File: config.mk
export PLATFORM = sky130hd
export DESIGN_NAME = mem_port_arbiter
export DESIGN_NICKNAME = d
export VERILOG_FILES = /design/src/rtl/mem_port_arbiter.sv
export SDC_FILE = /design/constraint.sdc
export NUM_CORES = 1
export LEC_CHECK = 0
export BUFFER_PORTS_ARGS = -buffer_cell sky130_fd_sc_hd__buf_2
export CORE_AREA = 2 2 103 105
export CTS_BUF_LIST = sky130_fd_sc_hd__clkbuf_8
export DETAILED_ROUTE_END_ITERATION = 10
export DIE_AREA = 0 0 105 107
export GPL_TIMING_DRIVEN = 0
export PLACE_DENSITY = 0.78
export SETUP_SLACK_MARGIN = 0.05
export SLEW_MARGIN = 20
export SYNTH_ARGS = -nofsm -noshare
export SYNTH_HDL_FRONTEND = slang
export SYNTH_SLANG_ARGS = --single-unit
File: constraint.sdc
create_clock -name clk -period 1.3 [get_ports clk]
set_clock_uncertainty 0.15 [all_clocks]
set_input_delay 0.13 -clock clk [delete_from_list [all_inputs] [get_ports clk]]
set_output_delay 0.13 -clock clk [all_outputs]
set_load 0.02 [all_outputs]
File: src/rtl/mem_port_arbiter.sv
// -----------------------------------------------------------------------------
// mem_port_arbiter
//
// Shares one single-ported synchronous SRAM between the CPU instruction-fetch
// port and the data (load/store) port of a unified-memory CPU build. One
// access is accepted per cycle. Data has fixed priority over fetch. The
// winning command is registered onto the SRAM port, and read data is routed
// back to whichever port issued the read, RD_LAT cycles after the command.
//
// Optional feature (compile-time macro MEM_ARB_STARVE_GUARD_EN):
//   When defined, a counter tracks consecutive data grants while a fetch is
//   waiting. Once it reaches STARVE_MAX, the fetch wins the next contended
//   cycle. When undefined, data priority is strict and no counter exists.
//
// Parameters:
//   ADDR_W      byte address width (both requesters and SRAM)
//   DATA_W      data width
//   RD_LAT      SRAM read latency, command cycle -> ram_rdata valid (1..4)
//   STARVE_MAX  data-grant limit before a waiting fetch is forced through
//
// Ports:
//   clk, rst_n              clock, asynchronous active-low reset
//   if_req/if_addr          fetch request (held until if_gnt)
//   if_gnt                  combinational fetch accept
//   if_rvalid/if_rdata      fetch read response
//   d_req/d_we/d_addr/d_wdata  data request (held until d_gnt)
//   d_gnt                   combinational data accept
//   d_rvalid/d_rdata        data read response (reads only)
//   ram_en/ram_we/ram_addr/ram_wdata  registered SRAM command
//   ram_rdata               SRAM read data
// -----------------------------------------------------------------------------
module mem_port_arbiter #(
    parameter int ADDR_W     = 32,
    parameter int DATA_W     = 32,
    parameter int RD_LAT     = 1,
    parameter int STARVE_MAX = 4
) (
    input  logic              clk,
    input  logic              rst_n,

    input  logic              if_req,
    input  logic [ADDR_W-1:0] if_addr,
    output logic              if_gnt,
    output logic              if_rvalid,
    output logic [DATA_W-1:0] if_rdata,

    input  logic              d_req,
    input  logic              d_we,
    input  logic [ADDR_W-1:0] d_addr,
    input  logic [DATA_W-1:0] d_wdata,
    output logic              d_gnt,
    output logic              d_rvalid,
    output logic [DATA_W-1:0] d_rdata,

    output logic              ram_en,
    output logic              ram_we,
    output logic [ADDR_W-1:0] ram_addr,
    output logic [DATA_W-1:0] ram_wdata,
    input  logic [DATA_W-1:0] ram_rdata
);

    // -------------------------------------------------------------------------
    // Arbitration
    // -------------------------------------------------------------------------
    logic grant_if;
    logic grant_d;
    logic force_if;     // fetch overrides data priority this cycle

`ifdef MEM_ARB_STARVE_GUARD_EN
    localparam int CNT_W = $clog2(STARVE_MAX + 1);

    logic [CNT_W-1:0] starve_cnt_q;
    logic [CNT_W-1:0] starve_cnt_d;

    always_comb begin
        force_if = (starve_cnt_q >= CNT_W'(STARVE_MAX));
    end

    // Counts data grants that overtook a waiting fetch. Saturates at the
    // limit; any cycle without a fetch pending, or a fetch grant, restarts it.
    always_comb begin
        starve_cnt_d = starve_cnt_q;
        if (!if_req || grant_if) begin
            starve_cnt_d = '0;
        end else if (grant_d && (starve_cnt_q < CNT_W'(STARVE_MAX))) begin
            starve_cnt_d = starve_cnt_q + CNT_W'(1);
        end
    end

    always_ff @(posedge clk or negedge rst_n) begin
        if (!rst_n) begin
            starve_cnt_q <= '0;
        end else begin
            starve_cnt_q <= starve_cnt_d;
        end
    end
`else
    always_comb begin
        force_if = 1'b0;
    end
`endif

    // Grants are suppressed while reset is asserted so a requester never
    // believes a command was accepted that the held-in-reset flops drop.
    always_comb begin
        grant_if = 1'b0;
        grant_d  = 1'b0;
        if (rst_n) begin
            if (if_req && force_if) begin
                grant_if = 1'b1;
            end else if (d_req) begin
                grant_d = 1'b1;
            end else if (if_req) begin
                grant_if = 1'b1;
            end
        end
    end

    assign if_gnt = grant_if;
    assign d_gnt  = grant_d;

    // -------------------------------------------------------------------------
    // Registered SRAM command
    // -------------------------------------------------------------------------
    logic              ram_en_q,    ram_en_d;
    logic              ram_we_q,    ram_we_d;
    logic [ADDR_W-1:0] ram_addr_q,  ram_addr_d;
    logic [DATA_W-1:0] ram_wdata_q, ram_wdata_d;

    // Address and write data hold their previous value on idle cycles to
    // avoid needless toggling on the SRAM pins; ram_en qualifies them.
    always_comb begin
        ram_en_d    = grant_if | grant_d;
        ram_we_d    = grant_d & d_we;
        ram_addr_d  = ram_addr_q;
        ram_wdata_d = ram_wdata_q;
        if (grant_d) begin
            ram_addr_d  = d_addr;
            ram_wdata_d = d_wdata;
        end else if (grant_if) begin
            ram_addr_d  = if_addr;
        end
    end

    assign ram_en    = ram_en_q;
    assign ram_we    = ram_we_q;
    assign ram_addr  = ram_addr_q;
    assign ram_wdata = ram_wdata_q;

    // -------------------------------------------------------------------------
    // Owner pipeline
    // Stage 0 travels alongside the registered command; stages 1..RD_LAT
    // follow the SRAM's own read latency, so the tag in stage RD_LAT lines up
    // with ram_rdata. Only reads load a valid tag; writes get no response.
    // Owner bit: 1 = data port, 0 = fetch port.
    // -------------------------------------------------------------------------
    logic [RD_LAT:0] tag_vld_q, tag_vld_d;
    logic [RD_LAT:0] tag_own_q, tag_own_d;

    assign tag_vld_d[0] = grant_if | (grant_d & ~d_we);
    assign tag_own_d[0] = grant_d;

    generate
        for (genvar gi = 1; gi <= RD_LAT; gi++) begin : g_tag_shift
            assign tag_vld_d[gi] = tag_vld_q[gi-1];
            assign tag_own_d[gi] = tag_own_q[gi-1];
        end
    endgenerate

    assign if_rvalid = tag_vld_q[RD_LAT] & ~tag_own_q[RD_LAT];
    assign d_rvalid  = tag_vld_q[RD_LAT] &  tag_own_q[RD_LAT];

    // Read data goes to both ports unqualified; rvalid selects the consumer.
    assign if_rdata = ram_rdata;
    assign d_rdata  = ram_rdata;

    // -------------------------------------------------------------------------
    // State registers. Reset discards every in-flight tag so no response can
    // appear after release for a command issued before reset.
    // -------------------------------------------------------------------------
    always_ff @(posedge clk or negedge rst_n) begin
        if (!rst_n) begin
            ram_en_q    <= 1'b0;
            ram_we_q    <= 1'b0;
            ram_addr_q  <= '0;
            ram_wdata_q <= '0;
            tag_vld_q   <= '0;
            tag_own_q   <= '0;
        end else begin
            ram_en_q    <= ram_en_d;
            ram_we_q    <= ram_we_d;
            ram_addr_q  <= ram_addr_d;
            ram_wdata_q <= ram_wdata_d;
            tag_vld_q   <= tag_vld_d;
            tag_own_q   <= tag_own_d;
        end
    end

endmodule

======== Word-level counts from Yosys, hierarchy flattened ========
Cells that the tools add are included.
word-level totals
  register bits after elaboration ......... 70
  logic and storage cells ................. 22
  input bits .............................. 133
operators by class
  mux-type cells .......................... 7
  reductions and logical operators ........ 1
  bitwise gates (word level) .............. 8
operators by type and width
  kind                count
  $mux W32            2
  $mux W1             5
  $and A1 B1 Y1       4
  $not A1 Y1          2
  $or A1 B1 Y1        2
  $reduce_bool A2 Y1  1

======== Depth between registers and ports, before layout ========
  word-level depth ........................ 5
  depth in mapped cells ................... 4
  gate-level depth less buffers ........... 2

======== Least setup slack after synthesis ========
Ideal clock, no wire load.
  path type ............................... in2reg
  start point ............................. input d_req
  end point ............................... register ram_wdata_q[14], in the netlist ram_wdata[14]
  stages .................................. 4
  data arrival time ....................... 869 ps
  slack ................................... 157 ps
  library setup time ...................... 125 ps
  cells stage by stage .................... and2_1 -> buf_6 -> buf_6 -> mux2_2
on the way
  longest elaborated chain between the ends .. 2
RTL lines
  element                 line  text
  start: declaration      47    input logic d_req,
  $mux W1                 111   end else if (d_req) begin
  $mux W1                 108   if (rst_n) begin
  end signal: assignment  193   ram_wdata_q <= ram_wdata_d;
  end: declaration        128   logic [DATA_W-1:0] ram_wdata_q, ram_wdata_d;
No other way between the ends.
A chain may end at the register's enable or synchronous reset.

======== Worst setup path in the final report ========
  start point ............................. register tag_vld_q[1]
  end point ............................... output if_rvalid
on the way
  longest elaborated chain between the ends .. 1
RTL lines
  element                   line  text
  start: declaration        157   logic [RD_LAT:0] tag_vld_q, tag_vld_d;
  start signal: assignment  194   tag_vld_q <= tag_vld_d;
  $and A1 B1 Y1             170   assign if_rvalid = tag_vld_q[RD_LAT] & ~tag_own_q[RD_LAT];
  end: declaration          44    output logic if_rvalid,
No other way between the ends.

==> impl_metrics.ini <==
[global_routing]
grt_pass1_vias = 3989
grt_start_max_net_pins = 21
antenna_found_initial = 0
overflow = 0
grt_pass1_wl_um = 19400
track_usage_pct = 22.3

[placement]
port_buffers = 234
gp_congestion = 0.739
hpwl_um = 7710

[pwr]
peakVddDrop_uv = 679
leakage_nw = 3.45
power_density_nw_per_um2 = 1080

[cells_and_area]
final_cell_mix = buf_2 (235), dlygate4sd3_1 (101), buf_4 (72), dfrtp_1 (70), inv_1 (66)
layout_commonest_cell = buf_2
diodes = 0
area_delta_synth_final_pct = 80.1
postLayoutCoreUtil_pct = 62.9
drive_gt1_share_pct = 54.7
final_nets = 808

[logic_synthesis]
synth-seq-area-share_pct = 49.7
ys_ff_latch = 70
synth_top_family_by_area = buffers and inverters
yosys.area_share.adder_pct = 0
syn_avg_cell_area_um2 = 11.0
ys_types = 13
synth_simple_gate_area_share_pct = 6.75
synth_xor_area_share_pct = 0
netlist_area_um2 = 3520
synth_warnings = 0
syn_nets = 453
synthMuxAreaShare_pct = 10.2
synth_compound_area_share_pct = 9.38
synth_cells = 320

[detailed_routing]
drt_iter0_drc = 289
wl_per_cell_um = 15.5
drc = 0
drtAntennaViolNets = 0
first_pass_iters = 9
drt-total-wl_um = 12700
vias_per_cell = 4.57
vias = 3733

[sta]
rsz0062_at_grt = yes
slew_viol_final = 0
setup_viol = 0
post-route-period-util_pct = 98.6
fin_crit_ns = 1.28
tightest_slew_ns = 0.461
slew_headroom_pct = 69.3
hold_ws_ns = 0.0952
hold_viol = 0
timing.fmax_ghz = 0.781

[setup_path]
required_ns = 1.02
worstSetupPathType = flip-flop to output port
regToRegStartpoint = ram_addr[18]
path_max_fanout = 2
critical_path.top_delay_family = flip-flops
cp-end-kind = output port
crit_arrival_ns = 1.00
slowest_delay_ns = 0.38
crit_chain = nor2b_1 -> buf_4
cp-startpoint = tag_vld_q[1]
path_depth = 2
path_buf_inv = 1
critical-path-slowest-cell = dfrtp_1
ff2ff_path_depth = 2
reg2reg_slack_ns = 0.35
r2r_end = ram_addr[18]
start_kind = flip-flop
endpoint = if_rvalid

[die]
core_um2 = 10100
fp.dieArea_um2 = 11200
die_y_um = 107
start_util_pct = 34.9
pin_count = 267
row_count = 37
fp.dieW_um = 105

[worst_hold_path]
worst_hold_startpoint = if_req
hold_path.class = primary input to flip-flop

[clock_network]
cts_buffers = 9
cts.reportedPaths.clkPinSlew_ns = 0.07
cts_tree = yes
cts_root_buffer = clkbuf_8
htree_levels = 3
cts_buffer_depth = 2
insertion_delay_ns = 0.34
numClockSinks = 70

[run]
drv_cap = 0

[run_status]
status = finished clean
## kinds of logic (layout without fill, tap and decap cells)
family                 Yosys count  count (layout)
AO/OA/AOI/OAI                   34              34
buffers and inverters          146             506
flip-flops                      70              70
multiplexers                    32              32
AND/OR/NAND/NOR                 38              38
## layer usage
| layer | vias up | GRT usage [%] | routed length, um |
|---|---|---|---|
| li1 | 1695 | - | - |
| met1 | 1787 | 21.0 | 4340 |
| met2 | 214 | 44.6 | 7100 |
| met3 | 37 | 5.05 | 843 |
| met4 | 0 | 11.1 | 390 |
| met5 | - | 0 | 0 |
## repair_timing
action,4_1_cts,5_1_grt
endpoints found under the setup margin,71,24
resized for setup,17,3
cloned,3,0
hold buffers,100,2
endpoints found under the hold margin,116,19
buffers inserted,6,0
pin swaps,1,2
## metrics by stage
stage	setup TNS [ns]	setup slack, ns	power (W)	cell area, um^2	std cells
2_1_floorplan	0	0.157	0.00371	3520	320
3_3_place_gp	-122.23	-1.49	0.00436	4860	690
3_5_place_dp	-47.77	-0.877	0.00443	4890	691
4_1_cts	0	0.00258	0.00691	6340	816
5_1_grt	-0.0282	-0.0146	0.00720	6340	816
6_report	0	0.0188	0.00688	6340	816
## tightest hold or removal path: stages
cell      delay [ns]
buf_2           0.17
nor2b_1         0.15
a222oi_1        0.09
## cell usage after synthesis, drive strengths merged
library cell  number  area [um^2]
nor2b             34          213
a21oi              1         5.00
dfrtp             70         1750
and3               1         6.26
clkbuf             4         15.0
and2               3         18.8
inv               65          244
mux2              32          360
buf               77          583
o21ai              1         5.00
a222oi            32          320
## worst min path at each step
stage / cells after the start / endpoint / slack, ns
final: 3 / ram_addr[22] / 0.1
after global routing: 2 / ram_addr[27] / 0.12
after detailed placement: 1 / ram_wdata[13] / -0.03
after global placement: 2 / tag_vld_q[0] / 0.17
after CTS: 3 / ram_addr[5] / 0.005
after floorplan: 0 / ram_addr[0] / -0.32
## layout make-up
cell class,count,area (um^2)
buffer,80,604
clock buffer,10,138
clock inverter,6,110
fill,764,3750
inverter,65,244
multi-input combinational,104,937
sequential,70,1750
tap,136,170
timing repair buffer,345,2390
## report_power, final
part | total (W) | switching (W) | internal [W] | leakage (nW)
sequential | 0.00261 | 0.000149 | 0.00246 | 0.802
clock | 0.00215 | 0.000822 | 0.00132 | 0.124
combinational | 0.00212 | 0.00109 | 0.00103 | 2.52
## flip-flops by register name, indices dropped and copies added, names as in the netlist
| name | count |
|---|---|
| ram_addr | 32 |
| tag_vld_q | 2 |
| ram_we | 1 |
| ram_en | 1 |
| tag_own_q | 2 |
| ram_wdata | 32 |
No activity file was read; power rests on OpenSTA's default activity.
